[src/rtl/instruction_fetch_ctrl.sv]
// rtl/instruction_fetch_ctrl.sv - fetch PC generator, in-order memory requester and credit-bounded response queue
// Optional feature macro: MIST1032ISA_FETCH_PERF_COUNTER_EN (adds fetch/discard counters)
module instruction_fetch_ctrl #(
  parameter int          P_DEPTH    = 4,
  parameter int          P_DEPTH_N  = 2,
  parameter logic [31:0] P_RESET_PC = 32'h0
) (
  input  logic        iCLOCK,
  input  logic        inRESET,
  input  logic        iRESET_SYNC,
  input  logic        iEVENT_START,
  input  logic [31:0] iEVENT_PC,
  input  logic        iBRANCH_VALID,
  input  logic [31:0] iBRANCH_PC,
  input  logic        iPAGING_ENA,
  input  logic        iKERNEL_ACCESS,
  output logic        oMEM_REQ,
  output logic [31:0] oMEM_ADDR,
  input  logic        iMEM_BUSY,
  input  logic        iMEM_VALID,
  input  logic [31:0] iMEM_DATA,
  input  logic [11:0] iMEM_MMU_FLAGS,
  output logic        oNEXT_INST_VALID,
  output logic [11:0] oNEXT_MMU_FLAGS,
  output logic        oNEXT_PAGING_ENA,
  output logic        oNEXT_KERNEL_ACCESS,
  output logic        oNEXT_BRANCH_PREDICT,
  output logic [31:0] oNEXT_BRANCH_PREDICT_ADDR,
  output logic [31:0] oNEXT_INST,
  output logic [31:0] oNEXT_PC,
  input  logic        iNEXT_FETCH_STOP,
  input  logic        iNEXT_LOCK
`ifdef MIST1032ISA_FETCH_PERF_COUNTER_EN
  ,
  output logic [31:0] oPERF_FETCH_COUNT,
  output logic [31:0] oPERF_DISCARD_COUNT
`endif
);

  localparam int CW = P_DEPTH_N + 1;
  localparam logic [CW:0] DEPTH_L = (CW + 1)'(P_DEPTH);

  typedef enum logic [1:0] {IDLE, RUN, DRAIN} fetchStateT;

  fetchStateT           state;
  logic [31:0]          fetchPc;
  logic [31:0]          rspPc;
  logic [CW-1:0]        outstanding;
  logic [CW-1:0]        discard;
  logic [CW-1:0]        qCount;
  logic [P_DEPTH_N-1:0] wrPtr;
  logic [P_DEPTH_N-1:0] rdPtr;

  logic [11:0]          qFlags  [P_DEPTH];
  logic                 qPaging [P_DEPTH];
  logic                 qKernel [P_DEPTH];
  logic [31:0]          qInst   [P_DEPTH];
  logic [31:0]          qPc     [P_DEPTH];

  logic                 active;
  logic                 restart;
  logic [31:0]          targetPc;
  logic [CW:0]          creditUsed;
  logic                 memReq;
  logic                 accept;
  logic                 rspIn;
  logic                 rspDrop;
  logic                 push;
  logic                 pop;
  logic                 headValid;
  logic [CW-1:0]        outAfterRsp;

  // Issue, drop and pop decisions for the current cycle; a restart squashes issue and pop
  always_comb begin
    active      = (state != IDLE);
    restart     = active && (iEVENT_START || iBRANCH_VALID) && !iRESET_SYNC;
    targetPc    = iEVENT_START ? {iEVENT_PC[31:2], 2'b00} : {iBRANCH_PC[31:2], 2'b00};
    creditUsed  = {1'b0, outstanding} + {1'b0, qCount};
    memReq      = active && !iRESET_SYNC && !restart && !iNEXT_FETCH_STOP && (creditUsed < DEPTH_L);
    accept      = memReq && !iMEM_BUSY;
    rspIn       = active && !iRESET_SYNC && iMEM_VALID;
    rspDrop     = rspIn && (restart || (state == DRAIN));
    push        = rspIn && !rspDrop;
    headValid   = (qCount != '0);
    pop         = headValid && !iNEXT_LOCK && !restart && !iRESET_SYNC;
    outAfterRsp = outstanding - {{(CW-1){1'b0}}, rspIn};
  end

  // Control FSM, fetch/response PCs, credit counters and queue pointers
  always_ff @(posedge iCLOCK or negedge inRESET) begin
    if (!inRESET) begin
      state       <= IDLE;
      fetchPc     <= P_RESET_PC;
      rspPc       <= P_RESET_PC;
      outstanding <= '0;
      discard     <= '0;
      qCount      <= '0;
      wrPtr       <= '0;
      rdPtr       <= '0;
    end else if (iRESET_SYNC) begin
      state       <= IDLE;
      fetchPc     <= P_RESET_PC;
      rspPc       <= P_RESET_PC;
      outstanding <= '0;
      discard     <= '0;
      qCount      <= '0;
      wrPtr       <= '0;
      rdPtr       <= '0;
    end else begin
      if (state == IDLE) begin
        if (iEVENT_START) begin
          state   <= RUN;
          fetchPc <= {iEVENT_PC[31:2], 2'b00};
          rspPc   <= {iEVENT_PC[31:2], 2'b00};
        end
      end else if (restart) begin
        fetchPc <= targetPc;
        rspPc   <= targetPc;
        discard <= outAfterRsp;
        state   <= (outAfterRsp != '0) ? DRAIN : RUN;
      end else begin
        if (accept) fetchPc <= fetchPc + 32'd4;
        if (push) rspPc <= rspPc + 32'd4;
        if ((state == DRAIN) && rspIn) begin
          discard <= discard - {{(CW-1){1'b0}}, 1'b1};
          if (discard == {{(CW-1){1'b0}}, 1'b1}) state <= RUN;
        end
      end

      outstanding <= outAfterRsp + {{(CW-1){1'b0}}, accept};

      if (restart) begin
        qCount <= '0;
        wrPtr  <= '0;
        rdPtr  <= '0;
      end else begin
        if (push) wrPtr <= wrPtr + {{(P_DEPTH_N-1){1'b0}}, 1'b1};
        if (pop) rdPtr <= rdPtr + {{(P_DEPTH_N-1){1'b0}}, 1'b1};
        qCount <= qCount + {{(CW-1){1'b0}}, push} - {{(CW-1){1'b0}}, pop};
      end
    end
  end

  // Queue payload storage; contents are only meaningful below qCount so no reset is needed
  always_ff @(posedge iCLOCK) begin
    if (push) begin
      qFlags[wrPtr]  <= iMEM_MMU_FLAGS;
      qPaging[wrPtr] <= iPAGING_ENA;
      qKernel[wrPtr] <= iKERNEL_ACCESS;
      qInst[wrPtr]   <= iMEM_DATA;
      qPc[wrPtr]     <= rspPc;
    end
  end

  assign oMEM_REQ                  = memReq;
  assign oMEM_ADDR                 = active ? fetchPc : 32'h0;
  assign oNEXT_INST_VALID          = pop;
  assign oNEXT_MMU_FLAGS           = headValid ? qFlags[rdPtr] : 12'h0;
  assign oNEXT_PAGING_ENA          = headValid ? qPaging[rdPtr] : 1'b0;
  assign oNEXT_KERNEL_ACCESS       = headValid ? qKernel[rdPtr] : 1'b0;
  assign oNEXT_INST                = headValid ? qInst[rdPtr] : 32'h0;
  assign oNEXT_PC                  = headValid ? qPc[rdPtr] : 32'h0;
  assign oNEXT_BRANCH_PREDICT      = 1'b0;
  assign oNEXT_BRANCH_PREDICT_ADDR = 32'h0;

`ifdef MIST1032ISA_FETCH_PERF_COUNTER_EN
  logic [31:0] perfFetch;
  logic [31:0] perfDiscard;

  // Saturating counts of queued and dropped responses
  always_ff @(posedge iCLOCK or negedge inRESET) begin
    if (!inRESET) begin
      perfFetch   <= '0;
      perfDiscard <= '0;
    end else if (iRESET_SYNC) begin
      perfFetch   <= '0;
      perfDiscard <= '0;
    end else begin
      if (push && (perfFetch != 32'hFFFF_FFFF)) perfFetch <= perfFetch + 32'd1;
      if (rspDrop && (perfDiscard != 32'hFFFF_FFFF)) perfDiscard <= perfDiscard + 32'd1;
    end
  end

  assign oPERF_FETCH_COUNT   = perfFetch;
  assign oPERF_DISCARD_COUNT = perfDiscard;
`endif

endmodule
[config.mk]
export PLATFORM = sky130hd
export DESIGN_NAME = instruction_fetch_ctrl
export DESIGN_NICKNAME = d
export VERILOG_FILES = /design/src/rtl/instruction_fetch_ctrl.sv
export SDC_FILE = /design/constraint.sdc
export NUM_CORES = 1
export LEC_CHECK = 0
export CORE_MARGIN = 5
export CORE_UTILIZATION = 58
export CTS_BUF_LIST = sky130_fd_sc_hd__clkbuf_16
export CTS_CLUSTER_SIZE = 28
export DETAILED_ROUTE_END_ITERATION = 7
export DONT_BUFFER_PORTS = 1
export PLACE_DENSITY = 0.73
export SYNTH_ARGS = -nofsm -noshare
export SYNTH_HDL_FRONTEND = slang
export SYNTH_SLANG_ARGS = --single-unit
[constraint.sdc]
create_clock -name iCLOCK -period 3.6 [get_ports iCLOCK]
set_input_delay 0.54 -clock iCLOCK [delete_from_list [all_inputs] [get_ports iCLOCK]]
set_output_delay 0.54 -clock iCLOCK [all_outputs]
set_load 0.005 [all_outputs]
== Yosys cells after proc, flatten, opt, wreduce, memory -nomap -nowiden ==
Memories as Yosys holds them, arrays and structs flattened.
Cells that the tools add are included.
Storage, ports and cells
  register bits after elaboration: 79
  bits in latches: 0
  bits in writable memories: 312
  memory bits (read-only): 0
  input bits: 119
  logic and storage cells: 103
  memories: 5
Cells by class
  $add $sub $neg: 10
  multipliers: 0
  divide/modulo/power cells: 0
  order comparisons: 1
  equality and inequality tests: 4
  shifts and indexed selects: 0
  mux-type cells: 38
  bitwise operators: 0
  reduce and logical (&&, ||, !) cells: 37
Memory list
  qInst: words 4, width 32, rd ports 1, clocked after memory_dff 0, wr ports 1, RTL line 57  | logic [31:0] qInst [P_DEPTH];
  qPc: words 4, width 32, rd ports 1, clocked after memory_dff 0, wr ports 1, RTL line 58  | logic [31:0] qPc [P_DEPTH];
  qFlags: words 4, width 12, rd ports 1, clocked after memory_dff 0, wr ports 1, RTL line 54  | logic [11:0] qFlags [P_DEPTH];
  qKernel: words 4, width 1, rd ports 1, clocked after memory_dff 0, wr ports 1, RTL line 56  | logic qKernel [P_DEPTH];
  qPaging: words 4, width 1, rd ports 1, clocked after memory_dff 0, wr ports 1, RTL line 55  | logic qPaging [P_DEPTH];
Operators with widths (count)
  32-bit two-way mux: 13
  32-bit by 3-bit adder with 32-bit output (second input constant): 2
  2-bit two-way mux: 13
  3-bit two-way mux: 7
  4-bit nonzero test: 4
  3-bit nonzero test: 5
  1-bit logical AND: 14
  12-bit two-way mux: 1
  3-bit by 1-bit adder with 3-bit output: 2
  1-bit logical NOT: 6
  2-bit AND reduction: 3
  3-bit by 1-bit subtractor with 3-bit output: 2
  2-bit by 1-bit adder with 2-bit output (second input constant): 2
  3-bit by 3-bit adder with 4-bit output: 1
  4-bit by 3-bit less-than comparator with 1-bit output (second input constant): 1
  1-bit two-way mux: 4
  3-bit by 1-bit equality test with 1-bit output (second input constant): 1
  3-bit != test (second input constant): 1
  3-bit AND reduction: 1
  3-bit by 1-bit subtractor with 3-bit output (second input constant): 1
  2-bit equality test (second input constant): 1
  2-bit logical NOT: 1
  1-bit logical OR: 2
  2-bit != test (second input constant): 1
  2-bit nonzero test: 1

== Depth between registers and ports, before layout ==
Gate-level depths: netlist of the first run.
  depth after elaboration: 12
  gate-level depth with buffers: 15

== Worst setup path after synthesis of the first run ==
Ideal clock, no wire load.
  path kind: input port to flip-flop
  start point: input port iRESET_SYNC
  end point: memory qFlags[1][0], enable pin
  library setup time: 0.443 ns
  arrival time: 3.491 ns
  data required time: 3.157 ns
  setup slack: -0.333 ns
  cell stages on the path: 7
  path buffers: 3
  cells stage by stage: clkbuf_1 -> nor2_1 -> and3_1 -> clkbuf_1 -> and3_1 -> clkbuf_1 -> and2_1
Between the ends
  word-level cells in the longest chain between the ends: 8
RTL lines
  start: declaration: RTL line 10  | input logic iRESET_SYNC,
  1-bit logical NOT *: RTL line 76, 81
  1-bit logical AND (on tied branches): RTL line 81, 76
  1-bit logical AND or 1-bit logical OR (tied branches): RTL line 81, 82
  1-bit logical AND: RTL line 82  | rspDrop = rspIn && (restart || (state == DRAIN));
  1-bit logical NOT: RTL line 83  | push = rspIn && !rspDrop;
  1-bit logical AND *: RTL line 83
  1-bit two-way mux *: RTL line 146  | if (push) begin
  1-bit two-way mux (not written as such) *: RTL line 147  | qFlags[wrPtr] <= iMEM_MMU_FLAGS;
  end: declaration: RTL line 54
Every way passes the cells marked *; elsewhere a longest branch is shown, timed or not.

== Worst setup path in the final report of the first run ==
  start point: register rdPtr[0]
  end point: output port oNEXT_PC[24]
Between the ends
  word-level cells in the longest chain between the ends: 2
RTL lines
  start: declaration: RTL line 52  | logic [P_DEPTH_N-1:0] rdPtr;
  start signal: assignment: RTL line 138  | if (pop) rdPtr <= rdPtr + {{(P_DEPTH_N-1){1'b0}}, 1'b1};
  memory read 4 x 32 bit
  32-bit two-way mux: RTL line 162  | assign oNEXT_PC = headValid ? qPc[rdPtr] : 32'h0;
  end: declaration: RTL line 30  | output logic [31:0] oNEXT_PC,
Every way passes these cells.

==> summary.txt, run 1 <==
Outcome
  • Outcome: complete, but fails checks
  • Failing checks: DRC

Timing
  • Hold Fails Final Rpt: 0
  • Pins Over Slew Limit: 0
  • Final Critical Period: 2.886 ns
  • RSZ-0062 raised after global routing: false
  • Worst Max-Slew Pin Slew: around 0.94 ns
  • FMAX: 346.5 MHz
  • Skew final: 0.01455 ns
  • Final Cycle Share: 0.8017
  • Setup TNS Final: 0 ns
  • Setup Viol. Count Final: 0
  • Final WS setup: 0.7140 ns
  • Rel. slew slack: 0.3633

Synth
  • Synth Warn #: 0
  • Dominant synthesized flop cell: edfxtp_1
  • Synth cell types: 66
  • Synth top area cells: edfxtp_1 (52%), dfrtp_1 (11%), mux4_2 (9.7%), nor2b_1 (2.8%), buf_4 (1.6%)
  • Mapped Area: 0.01771 mm2
  • Post-synth EDFFs: around 300
  • Top-area cell type share of the netlist area: 0.5153
  • FF+latch count, synth: approximately 380
  • Mapped Avg Cell Area: 13.79 um2
  • Synth top cells by count: edfxtp_1 (304), nor2b_1 (79), mux4_2 (76)
  • Mapped Cells: 1,285
  • Yosys top cell by area: edfxtp_1
  • Sequential area share after synthesis: 0.6213
  • Post-synth ARST share: 0.1979
  • Count leader, synth: edfxtp_1

Cells and area
  • Layout cells sized above 1: 0.1498
  • N_diodes: 0
  • Area growth from synthesis to layout: 10.07%
  • Layout Nets: 1,422
  • Final core utilization: 0.6425
  • Finished Layout Cells: between 1.5k and 2k

Pwr
  • Peak supply drop: 0.3625 mV
  • Total Power: 9905 uW
  • Leak: 0.006656 uW
  • PwrDens: 508.0 mW/mm2

Die
  • Number of cell rows: 64
  • Starting Density: 0.5837
  • Die Area: 0.03414 mm2
  • Chip height: roughly 180 um
  • Die W: 184.8 um
  • Core area: 0.03035 mm2
  • I/O pin count: roughly 260

Detailed routing
  • Routed wire length: between 40,000 and 50,000 um
  • Routed WL per cell: about 24 um
  • Residual DRC count: 8
  • ANT nets after route: 0
  • Initial DRT Pass Iterations: 8
  • Vias: 11.02k
  • DR vias/cell: 6.442
  • Iteration-0 DRC Markers: 1,018

Place
  • Worst slack, placed: ~0.66 ns
  • DP HPWL: 27,400 um
  • I/O Buffers: 0
  • Cell Count Post-Placement: 1,639
  • GPL Wtd Cong: 0.9479

Clocking
  • CTS Buf Count: 39
  • Clk slew on worst S/H paths: 0.06 ns
  • Root buffer cell: clkbuf_16
  • Clock Latency Late Sink: 0.53 ns
  • Post-CTS sizing: 0
  • CTS sink count: approximately 380
  • H-Tree Depth: 2
  • CTS tree: done
  • CTS Buffer Depth: 3

Setup path
  • Data arrival time of the worst path: 2.35 ns
  • Worst Setup End Kind: primary output
  • CP Max Fanout: 36
  • R2R setup slack: 0.79 ns
  • WS Path Type: flop to primary output
  • WP data required: around 3.1 ns
  • Crit start category: flop

Global route
  • Antenna violations before repair: 4
  • GRT overflow: 0
  • Vias in the first global route: roughly 11k
  • Largest net degree at the start of global routing: 78
  • Total track usage: 0.2403
  • First-pass GRT wire length: approximately 64,000 um

Run
  • Max cap viols: 0

Min path
  • Worst Hold Class: primary input to flop
-- sequential cells by signal, summed over array words and instances (netlist names), 3 cells and up --
register,flops
discard,3
fetchPc,30
outstanding,3
qCount,3
qFlags,48
qInst,128
qKernel,4
qPaging,4
qPc,120
rspPc,30
-- path summary, 6_finish.rpt --
kind,from,cells past startpoint,endpoint
max reg2reg,state[0],12,qCount[2]
max in group asynchronous,inRESET,2,fetchPc[8]
min,iRESET_SYNC,1,outstanding[2]
max,rdPtr[0],3,oNEXT_PC[24]
min in group asynchronous,inRESET,2,fetchPc[24]
min reg2reg,fetchPc[15],2,fetchPc[15]
-- timing repair --
item | in CTS | in global routing
setup endpoints to repair | 0 | 0
hold buffers | 2 | 0
endpoints found under the hold margin | 75 | 0
setup buffers | 0 | 0
-- metrics by stage --
step                hold slack (ns)  instance area (um2)
CTS                         0.06431                19500
global route                0.06427                19500
global placement             0.2485                18190
finish                      0.07892                19500
floorplan                    0.2444                17850
detailed placement           0.2482                18190
-- kinds of logic (layout without fill, tap and decap cells) --
family                     after synthesis  in the layout  share of synthesized area
and+or+nand+nor                        383            383                     0.1168
other                                    1             37                  0.0002117
buffers and inverters                  146            140                    0.03962
muxes                                   91             91                     0.1052
xor gates and xnor gates                22             22                    0.01088
DFF                                    379            379                     0.6213
adders and majority gates               17             17                    0.01243
AOI/OAI and AO/OA                      246            246                    0.09359
-- cell usage in the layout, fill, tap and decap left out, types with 9 or more instances in the layout --
master,netlist,final
a21o_1,13,13
xnor2_1,12,12
inv_1,27,31
o211ai_1,9,9
o21ai_0,40,38
mux4_2,76,76
clkbuf_16,0,39
mux2i_1,13,13
and3_1,12,12
edfxtp_1,304,304
and2_1,33,29
buf_4,37,33
dfrtp_1,75,73
a211oi_1,15,15
conb_1,1,37
nand3_1,41,41
a21oi_1,52,52
nor4_1,17,17
nor3_1,23,21
nand4_1,19,19
nor2b_1,79,79
o22ai_1,20,20
ha_1,16,16
nor2_1,60,58
xor2_1,10,10
a31oi_1,17,17
o21a_1,9,9
nand2_1,64,64
clkinv_1,1,10
o31ai_1,11,11
-- layout make-up --
type / instances / area [um2]
clock inverters: 31 / 296.5
repair buffers: 42 / 425.4
fillers: 2166 / 10850
inverters: 28 / 105.1
clock buffers: 39 / 975.9
well taps: 396 / 495.5
multi-input cells: 796 / 6187
flip-flops and latches: 379 / 11010
-- where the power goes --
part / internal (uW) / total (uW) / switching, uW / leakage (uW)
sequential: 4900 / 5120 / 227 / 0.00374
clock: 2290 / 3950 / 1660 / 0.000624
combinational: 333 / 832 / 499 / 0.00229
-- routing by layer --
metal  wire, um  up-vias  global-route usage
met5         35        -                   0
met4       1080        6             0.06254
met3       4348       87             0.06375
met2      19110      555              0.3745
met1      16910     5463              0.3426
li1           -     4911                   -
-- worst max-delay path: stages, from the launching register on --
cell     delay [ns]
dfrtp_4        0.70
buf_12         0.34
mux4_2         0.58
nor2b_1        0.17
Power figures use the tool's default switching activity.
==> inputs of run 2 (changes only) <==
==> constraint.sdc (replaced) <==
create_clock -name iCLOCK -period 2.47 [get_ports iCLOCK]
set_input_delay 0.3705 -clock iCLOCK [delete_from_list [all_inputs] [get_ports iCLOCK]]
set_output_delay 0.3705 -clock iCLOCK [all_outputs]
set_load 0.005 [all_outputs]
==> run 2 against run 1 <==
The run now ends clean. Non-clock buffer count grew 85. Worst hold slack got worse by 0.061 ns. Sequential power rose by 44%. Setup slack worse by 0.63 ns. Final cell count grew 5.0%. Count of clock-buffer cells in the layout unchanged. Register-to-register slack got worse by 0.69 ns. Final area rose by 4.7%. Global-route usage grew 1.9 points. Sequential share of layout area shrank 2.5 points. Largest power group unchanged.
==> summary.txt, run 2 (same netlist as run 1, synthesis figures left out) <==
Outcome
  • Outcome: finished clean

Cells and area
  • Max reg flops: 128 (unchanged)
  • Finished Layout Cells: 1,797 (+5.0%)
  • Final instance area: 0.02041 mm2 (+4.7%)
  • Final core utilization: 0.6725 (+0.03005)
  • Layout cells sized above 1: 0.1751 (+0.02532)
  • Area of the multi-input gates: 0.006252 mm2 (+1.1%)
  • Top reg by flops: qInst
  • Layout Nets: 1,507 (+6.0%)
  • Commonest non-fill, non-tap cell in the layout: edfxtp_1
  • Biggest regs: qInst (128), qPc (120), qFlags (48)
  • Sequential cell area: 0.01101 mm2 (unchanged)
  • FILL cells: 2,103 (-2.9%)
  • Area growth from synthesis to layout: 15.22%
  • Most frequent cells in the layout: edfxtp_1 (304), nor2b_1 (79), mux4_2 (76), dfrtp_1 (73), nand2_1 (63)

Timing
  • FMAX: 420.0 MHz
  • Setup TNS Final: 0 ns (unchanged)
  • Final Critical Period: 2.381 ns
  • Skew final: 0.01626 ns (+0.001713 ns)
  • RSZ-0062 raised after global routing: true
  • Pins Over Slew Limit: 0 (unchanged)
  • Setup Viol. Count Final: 0 (unchanged)
  • Hold Fails Final Rpt: 0 (unchanged)
  • Hold_ws: 0.01809 ns (-0.06083 ns)
  • Rel. slew slack: 0.2661 (-0.09720)
  • Final Cycle Share: 0.9640
  • Worst Max-Slew Pin Slew: 1.101 ns (+0.1578 ns)

Detailed routing
  • DR vias/cell: 6.373 (-1.1%)
  • Iteration-0 DRC Markers: 1,117 (+9.7%)
  • Vias: 11.45k (+3.9%)
  • Initial DRT Pass Iterations: 6 (-2)
  • Routed WL per cell: 24.77 um (+2.2%)
  • ANT nets after route: 0 (unchanged)
  • Residual DRC count: 0 (-8)
  • Routed wire length: 44,520 um (+7.3%)

Setup path
  • Data arrival time of the worst path: 2.01 ns (-0.34 ns)
  • WS Path Type: flop to primary output
  • Crit path largest cell delay: 0.57 ns (-0.13 ns)
  • Worst Setup End Kind: primary output
  • Buf+Inv Stages, Crit Path: 1 (unchanged)
  • Crit path max-delay family: multiplexers
  • Crit start category: flop
  • WP data required: 2.10 ns (-0.96 ns)
  • CP cell instances: buf_6, mux4_2, nor2b_1
  • CP Max Fanout: 21 (-42%)
  • Crit-path slowest cell: mux4_2

Pwr
  • Comb power frac: 0.108 (+0.024)
  • Switching Fraction: 0.2453 (+0.004065)
  • Flop pwr share: 0.518 (about the same)
  • Pint: 10,760 uW (+43%)
  • Clk pwr share: 0.374 (-0.025)
  • Psw: 3497 uW (+46%)
  • Leak: 0.007070 uW (+6.2%)
  • PwrDens: 698.4 mW/mm2 (+37%)
  • Peak supply drop: 0.4281 mV (+18%)

Global route
  • Total track usage: 0.2595 (+0.01917)
  • GRT overflow: 0 (unchanged)
  • Antenna violations before repair: 3 (-1)
  • Largest net degree at the start of global routing: 78 (unchanged)
  • First-pass GRT wire length: 68,380 um (+6.6%)
  • Vias in the first global route: 11.55k (+6.6%)

Die
  • Die Area: 0.03414 mm2 (unchanged)
  • Die W: 184.8 um (unchanged)
  • Core area: 0.03035 mm2 (unchanged)
  • Chip height: 184.8 um (unchanged)
  • Number of cell rows: 64 (unchanged)
  • Starting Density: 0.5837 (unchanged)
  • I/O pin count: 264 (unchanged)

Clocking
  • CTS Buffer Depth: 3 (unchanged)
  • CTS tree: done
  • Clk slew on worst S/H paths: 0.06 ns (about the same)
  • H-Tree Depth: 2 (unchanged)
  • Clock Latency Late Sink: 0.52 ns (about the same)
  • CTS sink count: 379 (unchanged)
  • Root buffer cell: clkbuf_16
  • CTS Buf Count: 39 (unchanged)

Place
  • Cell Count Post-Placement: 1,676 (+2.3%)
  • Placed Area: 0.01869 mm2 (+2.8%)
  • GPL Wtd Cong: 0.9720 (+2.5%)
  • I/O Buffers: 0 (unchanged)
  • DP HPWL: 29,880 um (+9.1%)

Min path
  • Worst Hold Class: primary input to flop

Run
  • Max cap viols: 0 (unchanged)
[run 2: final cells by class]
cell class	count	area share
Antenna cell	2	0.0002452
Clock buffer	39	0.04781
Clock inverter	30	0.009747
Inverter	28	0.005272
Multi-Input combinational cell	796	0.3063
Sequential cell	379	0.5396
Tap cell	396	0.02428
Timing Repair Buffer	127	0.06676
[run 2: timing repair]
item | CTS | global route
buffers inserted | 0 | 1
endpoints found under the hold margin | 273 | 0
hold buffers | 49 | 0
setup endpoints to repair | 76 | 10
resized for setup | 3 | 2
[run 2: worst paths after layout]
path	slack, ns	to	from	depth (start not counted)
setup / recovery	0.09	oNEXT_PC[10]	rdPtr[0]	3
hold / removal	0.02	rspPc[16]	iEVENT_PC[16]	2
setup reg to reg	0.10	qCount[2]	state[1]	11
hold reg to reg	0.57	fetchPc[27]	fetchPc[27]	1
max in group asynchronous	1.67	fetchPc[31]	inRESET	2
min in group asynchronous	0.45	rspPc[9]	inRESET	2
[run 2: power groups by stage]
stage / sequential (uW) / clock, uW / combinational, uW
final: 7380 / 5330 / 1540
after global routing: 7410 / 5770 / 1680
after CTS: 7370 / 5480 / 1520
after detailed placement: 7500 / 0 / 1370
after global placement: 7500 / 0 / 1350
after floorplan: 7450 / 0 / 972
[run 2: through the flow]
stage / power (uW) / setup slack, ns
6_report: 14250 / 0.08896
2_1_floorplan: 8425 / -0.07959
3_3_place_gp: 8845 / 0.1288
5_1_grt: 14850 / -0.01200
3_5_place_dp: 8876 / 0.09198
4_1_cts: 14370 / 0.01941
[run 2: layer usage]
layer / GRT usage / wire length, um
met1: 0.3541 / 17670
met2: 0.4104 / 20750
met3: 0.07342 / 4648
met4: 0.08250 / 1436
met5: 0 / 7
